<file path="config.mk">
export PLATFORM = sky130hd
export DESIGN_NAME = instr_fetch
export DESIGN_NICKNAME = d
export VERILOG_FILES = /design/src/rtl/instr_fetch.sv
export SDC_FILE = /design/constraint.sdc
export NUM_CORES = 1
export LEC_CHECK = 0
export CORE_ASPECT_RATIO = 0.6
export CORE_MARGIN = 8
export CORE_UTILIZATION = 43
export CTS_CLUSTER_DIAMETER = 200
export DETAILED_ROUTE_END_ITERATION = 7
export GPL_ROUTABILITY_DRIVEN = 0
export PLACE_DENSITY = 0.78
export SYNTH_ARGS = -nofsm -noshare
export SYNTH_HDL_FRONTEND = slang
export SYNTH_SLANG_ARGS = --single-unit
</file>
<file path="constraint.sdc">
create_clock -name clk -period 1.75 [get_ports clk]
set_input_delay 0.35 -clock clk [delete_from_list [all_inputs] [get_ports clk]]
set_output_delay 0.35 -clock clk [all_outputs]
set_load 0.05 [all_outputs]
</file>
<file path="src/rtl/instr_fetch.sv">
// -----------------------------------------------------------------------------
// instr_fetch
// Fetch stage for an 8-bit core. Issues byte-wide instruction requests at the
// fetch PC, registers the returned instruction for the decoder and hands it
// over with a valid/ready handshake. A taken branch (redirect) flushes any
// in-flight or held instruction and restarts fetch at redirect_pc.
//
// Optional feature (macro FETCH_PREFETCH_EN): adds a one-entry prefetch
// buffer so the next instruction is fetched while the current one waits in
// HOLD. This gives one instruction per cycle with zero-wait memory.
// With the macro undefined the block delivers one instruction per two cycles.
//
// Ports
//   clk, rst_n      clock, asynchronous active-low reset
//   imem_req/addr   request to instruction memory (addr = fetch PC)
//   imem_ack/rdata  memory response; ignored while imem_req=0
//   instr, instr_pc registered instruction and its fetch address
//   instr_valid     instr/instr_pc hold a live instruction
//   instr_ready     decoder accepts instr (transfer = valid & ready)
//   redirect/_pc    flush and refetch from redirect_pc (highest priority)
// -----------------------------------------------------------------------------
module instr_fetch #(
    parameter logic [7:0] RESET_PC = 8'h00
) (
    input  logic       clk,
    input  logic       rst_n,
    output logic       imem_req,
    output logic [7:0] imem_addr,
    input  logic       imem_ack,
    input  logic [7:0] imem_rdata,
    output logic [7:0] instr,
    output logic [7:0] instr_pc,
    output logic       instr_valid,
    input  logic       instr_ready,
    input  logic       redirect,
    input  logic [7:0] redirect_pc
);

    typedef enum logic [1:0] {IDLE, FETCH, HOLD} state_t;

    state_t     state;
    logic [7:0] fetch_pc;
    logic       ack;
    logic       xfer;

`ifdef FETCH_PREFETCH_EN
    logic [7:0] pf_data;
    logic [7:0] pf_pc;
    logic       pf_full;

    // In HOLD the next instruction is fetched early unless the buffer already
    // holds it.
    assign imem_req = (state == FETCH) || ((state == HOLD) && !pf_full);
`else
    assign imem_req = (state == FETCH);
`endif

    assign imem_addr = fetch_pc;
    assign ack       = imem_ack && imem_req;
    assign xfer      = instr_valid && instr_ready;

    always_ff @(posedge clk or negedge rst_n) begin
        if (!rst_n) begin
            state       <= IDLE;
            fetch_pc    <= RESET_PC;
            instr       <= 8'h00;
            instr_pc    <= 8'h00;
            instr_valid <= 1'b0;
`ifdef FETCH_PREFETCH_EN
            pf_data     <= 8'h00;
            pf_pc       <= 8'h00;
            pf_full     <= 1'b0;
`endif
        end else if (redirect) begin
            // Redirect beats ack and transfer; same-cycle rdata is dropped.
            state       <= FETCH;
            fetch_pc    <= redirect_pc;
            instr_valid <= 1'b0;
`ifdef FETCH_PREFETCH_EN
            pf_full     <= 1'b0;
`endif
        end else begin
            case (state)
                IDLE: state <= FETCH;

                FETCH: begin
                    if (ack) begin
                        instr       <= imem_rdata;
                        instr_pc    <= fetch_pc;
                        fetch_pc    <= fetch_pc + 8'd1;  // wraps FF -> 00
                        instr_valid <= 1'b1;
                        state       <= HOLD;
                    end
                end

                HOLD: begin
`ifdef FETCH_PREFETCH_EN
                    if (xfer) begin
                        if (pf_full) begin
                            instr    <= pf_data;
                            instr_pc <= pf_pc;
                            pf_full  <= 1'b0;
                        end else if (ack) begin
                            // Bypass the empty buffer straight into instr.
                            instr    <= imem_rdata;
                            instr_pc <= fetch_pc;
                            fetch_pc <= fetch_pc + 8'd1;
                        end else begin
                            // Request stays up: FETCH keeps imem_req high.
                            instr_valid <= 1'b0;
                            state       <= FETCH;
                        end
                    end else if (ack) begin
                        pf_data  <= imem_rdata;
                        pf_pc    <= fetch_pc;
                        pf_full  <= 1'b1;
                        fetch_pc <= fetch_pc + 8'd1;
                    end
`else
                    if (xfer) begin
                        instr_valid <= 1'b0;
                        state       <= FETCH;
                    end
`endif
                end

                default: state <= IDLE;
            endcase
        end
    end

endmodule

</file>
; Word-level counts from Yosys, hierarchy flattened
; Index checks and enable logic that the tools add are counted.
[op_classes]
addsub = 1
n_eq_ne = 4
mux = 11
bitwise_logic = 1
reduce_logical = 10
[op_table]
columns = cell, count
row1 = 2-to-1 mux 8 bit, 3
row2 = "adder 8 x 1 -> 8 bit, second input constant", 1
row3 = 2-to-1 mux 2 bit, 3
row4 = case mux 2 bit (3 select lines), 1
row5 = AND reduction 3 bit, 2
row6 = AND reduction 2 bit, 2
row7 = nonzero test 2 bit, 2
row8 = 2-to-1 mux 1 bit, 3
row9 = "!= test 3 x 1 -> 1 bit, second input constant", 1
row10 = "!= test 3 bit, second input constant", 1
row11 = nonzero test 3 bit, 1
row12 = "== test 2 x 1 -> 1 bit, second input constant", 1
row13 = "== test 2 bit, second input constant", 1
row14 = logical AND 1 bit, 2
row15 = logical NOT 2 bit, 1
row16 = case mux 1 bit (2 select lines), 1
row17 = NOT 1 bit, 1
[word_totals]
reg_bits = 27
input_bits = 21
out_inout_bits = 26
elab_cells = 32

; Logic depth before layout (Yosys ltp)
[logic_depth]
depth_word = 5
depth_mapped = 5
ltp_nobuf = 4

; Least setup slack after synthesis
; OpenSTA, ideal clock, no wires.
[synth_timing]
kind = register to register
start = register fetch_pc[0] (netlist: imem_addr[0])
end = register fetch_pc[6] (netlist: imem_addr[6])
setup_time_ns = 0.082
arrival_time_ns = 1.520
t_required_ns = 1.668
path_slack_ns = 0.148
path_stages_with_launch = 5
n_path_buf = 0
synth_period_minus_slack_ns = 1.602
cell_sequence = dfrtp_1 ha_1 nand4_1 or3_1 a31oi_1
[synth_between]
elab_chain_cells = 4
[synth_rtl]
columns = item, line
row1 = from (decl), 42  ; logic [7:0] fetch_pc;
row2 = from (signal assigned), 77  ; fetch_pc <= redirect_pc;
row3 = from (signal assigned), 90  ; fetch_pc <= fetch_pc + 8'd1;
row4 = adder 8 x 1 -> 8 bit, 90
row5 = 2-to-1 mux 8 bit, 87  ; if (ack) begin
row6 = 2-to-1 mux 8 bit, 83  ; case (state)
row7 = 2-to-1 mux 8 bit, 74  ; end else if (redirect) begin
; Every way passes these cells. The select of a mux whose other input is x is not followed.
; A chain may end at the register's enable or synchronous reset.

; Worst setup path in the final report
[layout_timing]
start = register state[0]
end = output imem_req
[layout_between]
elab_chain_cells = 1
[layout_rtl]
columns = item, line
row1 = from (decl), 41  ; state_t state;
row2 = from (signal assigned), 64  ; state <= IDLE;
row3 = from (signal assigned), 76  ; state <= FETCH;
row4 = from (signal assigned), 84  ; IDLE: state <= FETCH;
row5 = == test 2 x 1 -> 1 bit, 55  ; assign imem_req = (state == FETCH);
row6 = to (decl), 27  ; output logic imem_req,
; Every way passes these cells.

==> metrics.md <==
| Metric | Value |
|---|---|
| Via count | 943 |
| Crit path cell chain | nor2b_1 -> buf_12 |
| DR top layer | met3 |
| DRC | 0 |
| Horiz. Die Dim | 85.1 um |
| Vias/cell | 5.07 |
| R2R setup slack | 0.36 ns |
| RSZ-0062 raised after global routing | no |
| Slowest cell on crit path | dfrtp_1 |
| Root Driver | clkbuf_8 |
| Final Skew | 0.00717 ns |
| Final hold violations | 0 |
| Routed Antenna Nets | 0 |
| Slew Limit Fails | 0 |
| H-Tree Depth | 1 |
| Total grt overflow | 0 |
| First-pass GRT wire length | 4.77 mm |
| RR Startpoint | imem_addr[0] |
| Crit Path Category | flop to output port |
| Layout cells sized above 1 | 36.2% |
| Required @ worst endpoint | 1.40 ns |
| Fmax | 634 MHz |
| Largest net degree at the start of global routing | 28 |
| MaxCap Viol Count | 0 |
| Post-layout min period | 1.58 ns |
| Pwr Density | 1240 mW/mm2 |
| R2R cell count | 4 |
| Fin nets | 175 |
| Ys Warns | 0 |
| Tightest Hold Check Type | input pin to async pin |
| CTS buffer count | 3 |
| Drt first pass iters | 4 |
| Critical Path Sink Type | output port |
| CORE AREA | 0.00280 mm2 |
| Syn Std Cell Area | 0.00123 mm2 |
| Gr usage total | 12.0% |
| CTS tree | done |
| DP Area | 0.00172 mm2 |
| Finish-stage setup viols | 0 |
| Worst-path clk slew | 0.09 ns |
| DR WL met2 | 1.28 mm |
| Gate Count Post-Synth | 100 |
| Post-CTS sizing | 0 |
| Die area | 0.00489 mm2 |
| Area grow syn2layout | 43.8% |
| Post-Route WL | 2.84 mm |
| Syn Nets | 122 |
| CTS Sinks | 27 |
| # IOs | 47 |
| Max rail drop VDD | 724 uV |
| WL/cell | 15.3 um |
| FP Rows | 15 |
| WP data arrival | 1.23 ns |
| Number of global-route vias before repair | 1001 |
| Total setup buffers inserted after CTS | 0 |
| Worst skew pair latency | 0.27 ns |
| Slew HR | 77.4% |
| Startpoint Class | flop |
| Detailed Route Iter0 Violations | 34 |
| Sequential fraction of the synthesis area | 54.9% |
| Worst setup margin | 0.174 ns |
| Antenna violations before repair | 0 |
| Final period util | 90.1% |
| Max incr delay on CP | 0.52 ns |
| Routed length on met1 | 1.30 mm |
| Hpwl dp | 2.20 mm |
| Final core occ | 63.3% |
| LEAKAGE | 0.785 nW |
| DIE HEIGHT | 57.4 um |
| Max Fanout on Critical Path | 8 |
| Worst-Margin Slew | 0.339 ns |
| Netlist cell types | 31 |
| Clock Tree Buf Depth | 2 |
| Initial Util | 44.0% |
| Port Buffer Count | 46 |
| DP Worst Slack | -0.0549 ns |
| # diodes | 0 |
| Synth Area per Inst | 12.3 um2 |
| Final Instance Area | 0.00177 mm2 |
| Outcome | complete, no violations |
| FF-to-FF End | imem_addr[6] |
| WL met3 | 269 um |
| CTS Hold Bufs | 0 |
| Seq cells post-synth | 27 |
[layout by cell type, fill, tap and decap left out, drive strengths merged, types with 2 or more instances in the layout]
master / n
buf: 32
dfrtp: 27
clkdlybuf4s50: 20
mux2: 16
nand2: 10
o21ai: 7
nor2: 4
or4: 3
nand3: 3
clkbuf: 3
nor2b: 2
a21oi: 2
nand4: 2
or3: 2
a31oi: 2
o211ai: 2
xor2: 2
nand3b: 2
nand4b: 2
[cell usage after synthesis]
cell,instances,area [um2]
nand4b_1,1,8.76
buf_4,1,7.51
ha_1,1,12.5
a31oi_1,2,12.5
nand3b_1,1,7.51
nand4_1,2,12.5
nand2_1,10,37.5
o211ai_1,2,15.0
nor2b_1,2,12.5
clkbuf_2,1,5.00
nor2_1,3,11.3
mux2i_1,1,10.0
buf_6,1,11.3
nor2_4,1,11.3
clkbuf_1,1,3.75
or2_0,1,6.26
a21oi_1,2,10.0
xor2_1,2,17.5
nand3_1,3,15.0
a21o_1,1,7.51
inv_1,1,3.75
nand2b_1,1,6.26
a22oi_1,1,7.51
nand4b_4,1,23.8
mux2_2,16,180
or4_1,3,22.5
a2bb2oi_1,1,8.76
dfrtp_1,27,676
nand3b_4,1,20.0
o21ai_0,7,35.0
or3_1,2,12.5
[sequential cells by signal (all words and copies together) (netlist names)]
register     count
imem_addr        8
instr            8
instr_pc         8
instr_valid      1
state            2
[worst max-delay path: cells and delay by family (launching register included)]
family | cells | cell delay, ns
buf+inv | 1 | 0.17
flops | 1 | 0.52
simple gates | 1 | 0.27
[layout make-up]
class | count | area [um2]
inverters | 1 | 3.75
flip-flops and latches | 27 | 676
clock buffers | 3 | 41.3
multi-input cells | 68 | 524
clock inverters | 1 | 5.00
repair buffers | 52 | 478
well taps | 34 | 42.5
fillers | 220 | 1030
[how the worst max path moves through the flow]
stage | startpoint | end | slack, ns | cells after the start
6_report | state[0] | imem_req | 0.17 | 2
4_1_cts | state[0] | imem_req | 0.17 | 2
3_5_place_dp | imem_ack | instr_pc[7] | -0.05 | 5
5_1_grt | state[0] | imem_req | 0.14 | 2
3_3_place_gp | imem_ack | instr_pc[2] | -0.03 | 5
2_1_floorplan | imem_addr[0] | imem_addr[6] | 0.15 | 4
[where the power goes]
group          total [mW]  internal [mW]  switching, mW
logic               0.998          0.361          0.637
registers           0.859          0.754          0.104
clock network       0.347          0.159          0.188
[kinds of logic after synthesis]
family / count (synthesis) / synth area share [%]
adder cells (fa/ha/maj): 1 / 1.02
XOR/XNOR: 2 / 1.42
AO/OA/AOI/OAI: 16 / 7.83
buffers and inverters: 5 / 2.54
multiplexers: 17 / 15.4
flip-flops: 27 / 54.9
AND/OR/NAND/NOR: 32 / 16.9
[stage by stage]
stage	setup TNS (ns)	instances	hold slack, ns	total power, mW
3_3_place_gp	-0.470	182	0.493	1.86
6_report	0	186	0.446	2.20
2_1_floorplan	0	100	0.0544	1.51
4_1_cts	0	186	0.457	2.23
5_1_grt	0	186	0.482	2.31
3_5_place_dp	-0.845	182	0.496	1.88
[layer usage]
| metal | up-vias | global-route usage [%] |
|---|---|---|
| met3 | 0 | 6.44 |
| li1 | 464 | - |
| met1 | 451 | 14.4 |
| met5 | - | 0 |
| met2 | 28 | 18.9 |
| met4 | 0 | 2.01 |
Note: power is estimated with default switching activity, not from simulation.
